## src/rtl/kyber_pkg.sv

```systemverilog
// Shared constants for the Kyber NTT engine: ring parameters, layer count and butterfly select codes.
package kyber_pkg;

  localparam int KYBER_N     = 256;
  localparam int KYBER_Q     = 3329;
  localparam int NUM_LAYERS  = 7;
  localparam int LOG_N       = 8;
  localparam int COEFF_WIDTH = 12;

  localparam logic [1:0] SEL_NTT    = 2'd0;
  localparam logic [1:0] SEL_INTT   = 2'd1;
  localparam logic [1:0] SEL_BYPASS = 2'd2;

  typedef struct packed {
    logic [LOG_N-1:0] a;
    logic [LOG_N-1:0] b;
  } addr_pair_t;

endpackage

```

## src/rtl/ntt_addr_gen.sv

```systemverilog
// Combinational butterfly address and twiddle index for a given layer / butterfly index / direction.
module ntt_addr_gen
  import kyber_pkg::*;
(
  input  logic [2:0] layer,
  input  logic [6:0] i,
  input  logic       mode,
  output logic [7:0] addr_a,
  output logic [7:0] addr_b,
  output logic [6:0] twid_addr
);

  logic [2:0] sh;
  logic [3:0] sh1;
  logic [7:0] len;
  logic [7:0] g;
  logic [7:0] j;

  always_comb begin
    // sh = log2(len): forward shrinks the span each layer, inverse grows it
    sh     = mode ? (layer + 3'd1) : (3'd7 - layer);
    sh1    = {1'b0, sh} + 4'd1;
    len    = 8'd1 << sh;
    g      = {1'b0, i} >> sh;
    j      = {1'b0, i} & (len - 8'd1);
    addr_a = (g << sh1) | j;
    addr_b = addr_a + len;
    // 7-bit wrap makes 2^7 - 1 - g come out right for the inverse first layer
    twid_addr = mode ? ((7'd1 << (3'd7 - layer)) - 7'd1 - g[6:0])
                     : ((7'd1 << layer) + g[6:0]);
  end

endmodule

```

## src/rtl/ntt_ctrl.sv

```systemverilog
// NTT/INTT sequencer: issues 128 butterflies per layer over 7 layers and replays the
// read addresses as write addresses after the RAM read plus butterfly pipeline latency.
//
// state  | meaning
// IDLE   | waiting for start, outputs quiet, bf_sel = bypass
// ISSUE  | one butterfly read per cycle, i = 0..127
// DRAIN  | 1+BF_LAT cycles letting the layer's writes land
// DONE   | single-cycle completion pulse
module ntt_ctrl
  import kyber_pkg::*;
#(
  parameter int BF_LAT = 2,
  parameter int WIDTH  = COEFF_WIDTH
) (
  input  logic       clk,
  input  logic       rst,
  input  logic       start,
  input  logic       mode,
  output logic       busy,
  output logic       done,
  output logic       rd_en,
  output logic [7:0] rd_addr_a,
  output logic [7:0] rd_addr_b,
  output logic [6:0] twid_addr,
  output logic       wr_en,
  output logic [7:0] wr_addr_a,
  output logic [7:0] wr_addr_b,
  output logic [1:0] bf_sel
);

  localparam logic [1:0] S_IDLE  = 2'd0;
  localparam logic [1:0] S_ISSUE = 2'd1;
  localparam logic [1:0] S_DRAIN = 2'd2;
  localparam logic [1:0] S_DONE  = 2'd3;

  localparam int              DW         = $clog2(BF_LAT + 2);
  localparam logic [DW-1:0]   DRAIN_LOAD = DW'(BF_LAT);
  localparam logic [2:0]      LAST_LAYER = 3'(NUM_LAYERS - 1);

  logic [1:0]    state;
  logic [2:0]    layer;
  logic [6:0]    i;
  logic [DW-1:0] drain_cnt;
  logic          mode_q;

  logic [7:0] gen_a, gen_b;
  logic [6:0] gen_tw;

  logic [BF_LAT:0]             dly_en;
  addr_pair_t [BF_LAT:0]       dly_ad;

  logic unused_width;
  assign unused_width = (WIDTH != COEFF_WIDTH);

  ntt_addr_gen u_addr_gen (
    .layer     (layer),
    .i         (i),
    .mode      (mode_q),
    .addr_a    (gen_a),
    .addr_b    (gen_b),
    .twid_addr (gen_tw)
  );

  always_ff @(posedge clk or negedge rst) begin
    if (!rst) begin
      state     <= S_IDLE;
      layer     <= '0;
      i         <= '0;
      drain_cnt <= '0;
      mode_q    <= 1'b0;
    end else begin
      case (state)
        S_IDLE: begin
          if (start) begin
            state  <= S_ISSUE;
            layer  <= '0;
            i      <= '0;
            mode_q <= mode;
          end
        end
        S_ISSUE: begin
          i <= i + 7'd1;
          if (i == 7'd127) begin
            state     <= S_DRAIN;
            drain_cnt <= DRAIN_LOAD;
          end
        end
        S_DRAIN: begin
          if (drain_cnt == '0) begin
            if (layer == LAST_LAYER) begin
              state <= S_DONE;
            end else begin
              state <= S_ISSUE;
              layer <= layer + 3'd1;
            end
          end else begin
            drain_cnt <= drain_cnt - DW'(1);
          end
        end
        S_DONE:  state <= S_IDLE;
        default: state <= S_IDLE;
      endcase
    end
  end

  assign rd_en     = (state == S_ISSUE);
  assign busy      = (state == S_ISSUE) || (state == S_DRAIN);
  assign done      = (state == S_DONE);
  assign rd_addr_a = rd_en ? gen_a : '0;
  assign rd_addr_b = rd_en ? gen_b : '0;
  assign twid_addr = rd_en ? gen_tw : '0;
  assign bf_sel    = busy ? (mode_q ? SEL_INTT : SEL_NTT) : SEL_BYPASS;

  // Write-back delay line: stage k holds the issue from k+1 cycles ago
  always_ff @(posedge clk or negedge rst) begin
    if (!rst) begin
      dly_en <= '0;
      dly_ad <= '0;
    end else begin
      dly_en[0] <= rd_en;
      dly_ad[0] <= '{a: rd_addr_a, b: rd_addr_b};
      for (int k = 1; k <= BF_LAT; k++) begin
        dly_en[k] <= dly_en[k-1];
        dly_ad[k] <= dly_ad[k-1];
      end
    end
  end

  assign wr_en     = dly_en[BF_LAT];
  assign wr_addr_a = dly_ad[BF_LAT].a;
  assign wr_addr_b = dly_ad[BF_LAT].b;

endmodule
```

## config.mk

```make
export PLATFORM = sky130hd
export DESIGN_NAME = ntt_ctrl
export DESIGN_NICKNAME = d
export VERILOG_FILES = /design/src/rtl/kyber_pkg.sv /design/src/rtl/ntt_addr_gen.sv /design/src/rtl/ntt_ctrl.sv
export SDC_FILE = /design/constraint.sdc
export NUM_CORES = 1
export LEC_CHECK = 0
export CAP_MARGIN = 20
export CELL_PAD_IN_SITES_DETAIL_PLACEMENT = 1
export CELL_PAD_IN_SITES_GLOBAL_PLACEMENT = 1
export CORE_MARGIN = 5
export CORE_UTILIZATION = 47
export CTS_CLUSTER_DIAMETER = 60
export DETAILED_ROUTE_END_ITERATION = 8
export HOLD_SLACK_MARGIN = 0.15
export PLACE_DENSITY_LB_ADDON = 0.1
export SYNTH_ARGS = -nofsm -noshare
export SYNTH_HDL_FRONTEND = slang
export SYNTH_SLANG_ARGS = --single-unit
```

## constraint.sdc

```tcl
create_clock -name clk -period 7.58 [get_ports clk]
set_input_delay 1.516 -clock clk [delete_from_list [all_inputs] [get_ports clk]]
set_output_delay 1.516 -clock clk [all_outputs]
set_load 0.02 [all_outputs]
```

# Word-level counts from Yosys, hierarchy flattened
# Index checks and enable logic that the tools add are counted.
# classes
reduce_logical	11
n_shift	5
bitwise_logic	2
add_sub_neg	10
n_eq_ne	10
muxes	20
# ops
op	n
$mux W7	3
$mux W8	2
$pmux W7 S2	1
$shl A1 B3 Y7 const A	2
$mux W2	6
$mux W3	4
$add A8 B8 Y8	1
$and A7 B8 Y8	1
$ne A2 B2 Y1 const B	4
$or A8 B8 Y8	1
$pmux W2 S4	1
$shl A1 B3 Y8 const A	1
$shl A8 B4 Y8	1
$shr A7 B3 Y8	1
$sub A8 B1 Y8 const B	1
$add A7 B1 Y7 const B	1
$add A7 B7 Y7	1
$eq A7 B7 Y1 const B	1
$sub A7 B1 Y7 const B	1
$sub A7 B7 Y7	1
$pmux W3 S2	1
$reduce_and A3 Y1	2
$reduce_bool A2 Y1	3
$add A3 B1 Y4 const B	1
other kinds (13)	16
# word_totals
out_inout_bits	45
regBits	66

# Longest topological paths before layout
# depth
word_depth	8
ltp_mapped	20

# Cells and area by module
# Synthesis repeated with hierarchy kept, for this count alone.
# unflattened
cells_unflattened	444
hier_area_um2	4317.9
# by_module_without_submodules
mod	area_per_inst_um2	n_inst	cells_per_inst
ntt_ctrl	2493.6	1	191
ntt_addr_gen	1824.2	1	253

# Least setup slack after synthesis
# Ideal clock, no wire load.
# synth_path
path_type	reg-to-output
from	reg layer[0]
to	out rd_addr_b[7]
path_stages_with_launch	21
required_time_ns	6.064
setup_slack_ns	1.832
n_path_buf	3
arrival_time_ns	4.232
cell_sequence	dfrtp_1 buf_6 clkinv_1 ha_1 nand2b_1 buf_2 nand2_2 nor2_1 ha_1 buf_1 nor3b_1 a22o_1 ha_1 a21oi_1 a2111oi_0 a31oi_1 o21bai_1 a41oi_2 o21a_1 o21ai_0 nor3b_2
# synth_between
elab_chain_len	8
word_cells_on_any_way	12
# synth_rtl
item	line	source
from (decl)	ntt_ctrl.sv:41	logic [2:0] layer;
from (signal assigned)	ntt_ctrl.sv:94	layer <= layer + 3'd1;
$sub A3 B3 Y3 or $add A3 B1 Y3 (tied branches)	ntt_addr_gen.sv:21	sh = mode ? (layer + 3'd1) : (3'd7 - layer);
$mux W3 (*)	ntt_addr_gen.sv:21	
$shl A1 B3 Y8	ntt_addr_gen.sv:23	len = 8'd1 << sh;
$sub A8 B1 Y8	ntt_addr_gen.sv:25	j = {1'b0, i} & (len - 8'd1);
$and A7 B8 Y8	ntt_addr_gen.sv:25	
$or A8 B8 Y8	ntt_addr_gen.sv:26	addr_a = (g << sh1) | j;
$add A8 B8 Y8 (*)	ntt_addr_gen.sv:27	addr_b = addr_a + len;
$mux W8 (*)	ntt_ctrl.sv:110	assign rd_addr_b = rd_en ? gen_b : '0;
to (decl)	ntt_ctrl.sv:23	output logic [7:0] rd_addr_b,
# Mark *: on every way between the ends. The rest lies on a longest branch, timed or not.

# Final worst setup path
# Same ends and word-level chain as after synthesis.

==> summary.txt <==
Status
  – Status: completed

Worst setup path
  – CP peak stage delay: 0.64 ns
  – Critical-path cell list: buf_4, ha_1, ha_1, mux2_4, ha_1, nor3b_1, a22o_1, ha_1, a21oi_1, a2111oi_0, a31oi_1, o21bai_1, a41oi_2, o21a_1, o21ai_0, nor3b_2, clkdlybuf4s50_1
  – Critical Path AT: 5.48 ns
  – CP most frequent cell: ha_1
  – CP required: 6.06 ns
  – Kind of critical path: reg2out
  – Critical path peak fanout: 28
  – Worst R2R End: dly_ad[7]
  – CP max-delay cell: clkdlybuf4s50_1
  – Worst setup path start: layer[0]
  – Nature of the critical path endpoint: output port
  – FF-to-FF path depth: 16
  – Reg2reg start: layer[0]
  – R2R setup slack: 2.95 ns
  – Startpoint Class: register

Detailed routing
  – Routed Antenna Nets: 0
  – Residual DRC: 0
  – Via count: 3184
  – Drt via density: 5.58
  – Final WL: 10700 um
  – DRT iter0 DRCs: 152
  – Drt wl/cell: 18.7 um
  – DRT Pass-1 Iters: 4

Clocking
  – Clk buf depth: 2
  – Number of gates resized after cts: 0
  – CTS Buf Count: 9
  – Hold buffer count at CTS: 0
  – Clk_lat worst skew: 0.36 ns
  – CTS tree: built
  – Total clock sinks: 66
  – CTS H-tree lvls: 3
  – Setup bufs post-CTS: 0
  – CTS Root Buffer Type: clkbuf_8
  – Clk slew on worst S/H paths: 0.09 ns

Global route
  – Global-route wire length before repair: 17300 um
  – GRT overflow: 0
  – Total GRT Usage: 0.211
  – Antenna violations before repair: 0
  – Number of global-route vias before repair: 3306
  – Largest net degree at the start of global routing: 67

Synthesis
  – Syn nets: 467
  – Top cells by area, synth: dfrtp_1, ha_1, nor2_1
  – Synth cell count leaders: dfrtp_1, nor2_1, nand2_1
  – Flops & latches, synth: 66
  – Synthesized area: 4080 um2
  – EDFF count, synth: 0
  – Register area share after synthesis: 0.405
  – Post-synth top area share: 0.405
  – Yosys top cell by area: dfrtp_1
  – Synthesized area per cell: 9.52 um2
  – Synth warn: 0
  – Count leader, synth: dfrtp_1
  – FFs w/ async S/R, synth: 1.00
  – Yosys cell types: 67
  – Mapped Cells: 428
  – Top_reg_cell synth: dfrtp_1

Final layout
  – Register area: 1650 um2
  – Final Non-Filler Cells: 571
  – Area of the multi-input gates: 2110 um2
  – Area Overhead vs Synth: 15.8%
  – Share of cells above drive strength 1: 0.0886
  – Final nets: 497
  – Antenna Cells: 0
  – Filler Cell Count: 997

Worst hold path
  – Worst hold path class: reg2reg
  – Hold depth: 0
  – Sink of the worst hold path: wr_addr_a[1]
  – Min-Delay Startpoint: dly_ad[25]

Pwr
  – P per Cell Area: 528 nW/um2
  – Worst vdd ir: 0.237 mV
  – Static Leak: 0.00224 uW

Timing
  – Tmin final: 6.99 ns
  – Pins Over Slew Limit: 0
  – RSZ-0062 raised after global routing: false
  – Least-Margin Pin Slew: 0.825 ns
  – Final hold viol count: 0
  – Slew HR: 0.450
  – Final Setup Violations: 0
  – Total negative slack: 0 ns
  – Fin crit share: 0.923
  – Fmax: 143 MHz
  – Clock Skew: 0.0132 ns

Die
  – DIE HEIGHT: 103 um
  – Initial Util: 0.474
  – Die Wd: 103 um
  – Num ports: 49
  – Core Rows: 34
  – Core Box Area: 8590 um2
  – Die ar.: 10600 um2

Place
  – GPL Wtd Cong: 0.892
  – I/O Buffers: 48
  – Placed cell count: 555
  – HPWL after detailed placement: 7920 um

Run
  – Total of max-cap violations: 0
## per-stage QoR
stage	area (um2)	total power, uW	util	setup WS, ns	hold slack (ns)
5_1_grt	4720	2690	0.549	0.176	0.343
4_1_cts	4720	2510	0.549	0.591	0.348
2_1_floorplan	4080	1700	-	1.83	0.331
6_report	4720	2490	0.549	0.587	0.348
3_3_place_gp	4520	2140	0.526	1.21	0.332
3_5_place_dp	4520	2190	0.526	1.03	0.336
## power breakdown
group	total, uW	leakage, uW	switching (uW)	internal (uW)
Combinational	1650	0.00125	997	655
Clock	307	0.0000956	153	154
Sequential	536	0.000891	75.0	461
## layout by cell type, fill, tap and decap left out, types with 3 or more instances in the layout
master and instances:
clkbuf_8 9, nand2b_1 5, ha_1 33, a21oi_1 18, mux2_2 4, o21ai_1 5, o21a_1 3, nand2_1 38
a21o_1 6, nor2b_1 5, o21ai_0 18, nand3_1 12, xnor2_1 10, dfrtp_1 66, nor3_1 9, inv_1 26
xor2_1 8, clkinv_4 4, clkdlybuf4s50_1 47, nor2_1 39, a211oi_1 5, a31oi_1 5, buf_4 5, o31ai_1 5
mux2i_1 11, and3_1 4, and2_1 11, nor4_1 3
## final cells by class
| cell class | count | share of cell area |
|---|---|---|
| Timing Repair Buffer | 53 | 0.109 |
| Clock buffer | 9 | 0.0262 |
| Tap cell | 108 | 0.0286 |
| Sequential cell | 66 | 0.350 |
| Multi-Input combinational cell | 299 | 0.447 |
| Clock inverter | 7 | 0.0170 |
| Inverter | 29 | 0.0231 |
## how the worst max path moves through the flow
stage | end | slack, ns | depth (start not counted)
final | rd_addr_b[7] | 0.59 | 17
after global routing | rd_addr_b[7] | 0.18 | 17
after CTS | rd_addr_b[7] | 0.59 | 17
after detailed placement | rd_addr_b[7] | 1.03 | 17
after global placement | rd_addr_b[7] | 1.21 | 17
after floorplan | rd_addr_b[7] | 1.83 | 20
## worst max-delay path, delay by kind of cell (launching register included)
family / cells / cell delay, ns
mux: 1 / 0.37
compound gates: 8 / 1.41
buf+inv: 2 / 0.88
fa+ha+maj: 4 / 1.36
simple gates: 2 / 0.69
flops: 1 / 0.39
## cell families (layout without fill, tap and decap cells)
logic type               count (synthesis)  in the layout  share of synthesized area
AO/OA/AOI/OAI                           94             94                      0.163
XOR/XNOR                                18             18                     0.0387
adder cells (fa/ha/maj)                 35             35                      0.111
buffers and inverters                   63             98                     0.0777
flip-flops                              66             66                      0.405
multiplexers                            16             16                     0.0417
AND/OR/NAND/NOR                        136            136                      0.162
## per-layer routing
metal  global-route usage  wire, um
met1                0.269      4690
met2                0.369      5390
met3               0.0413       423
met4               0.0508       170
met5                    0         0
## sequential cells by signal, indices dropped and copies added, names as in the netlist
name and cells:
i 7, state 2, mode_q 1, wr_addr_b 8
dly_ad 32, dly_en 3, wr_addr_a 8, layer 3
drain_cnt 2
(Power assumes the default switching activity.)
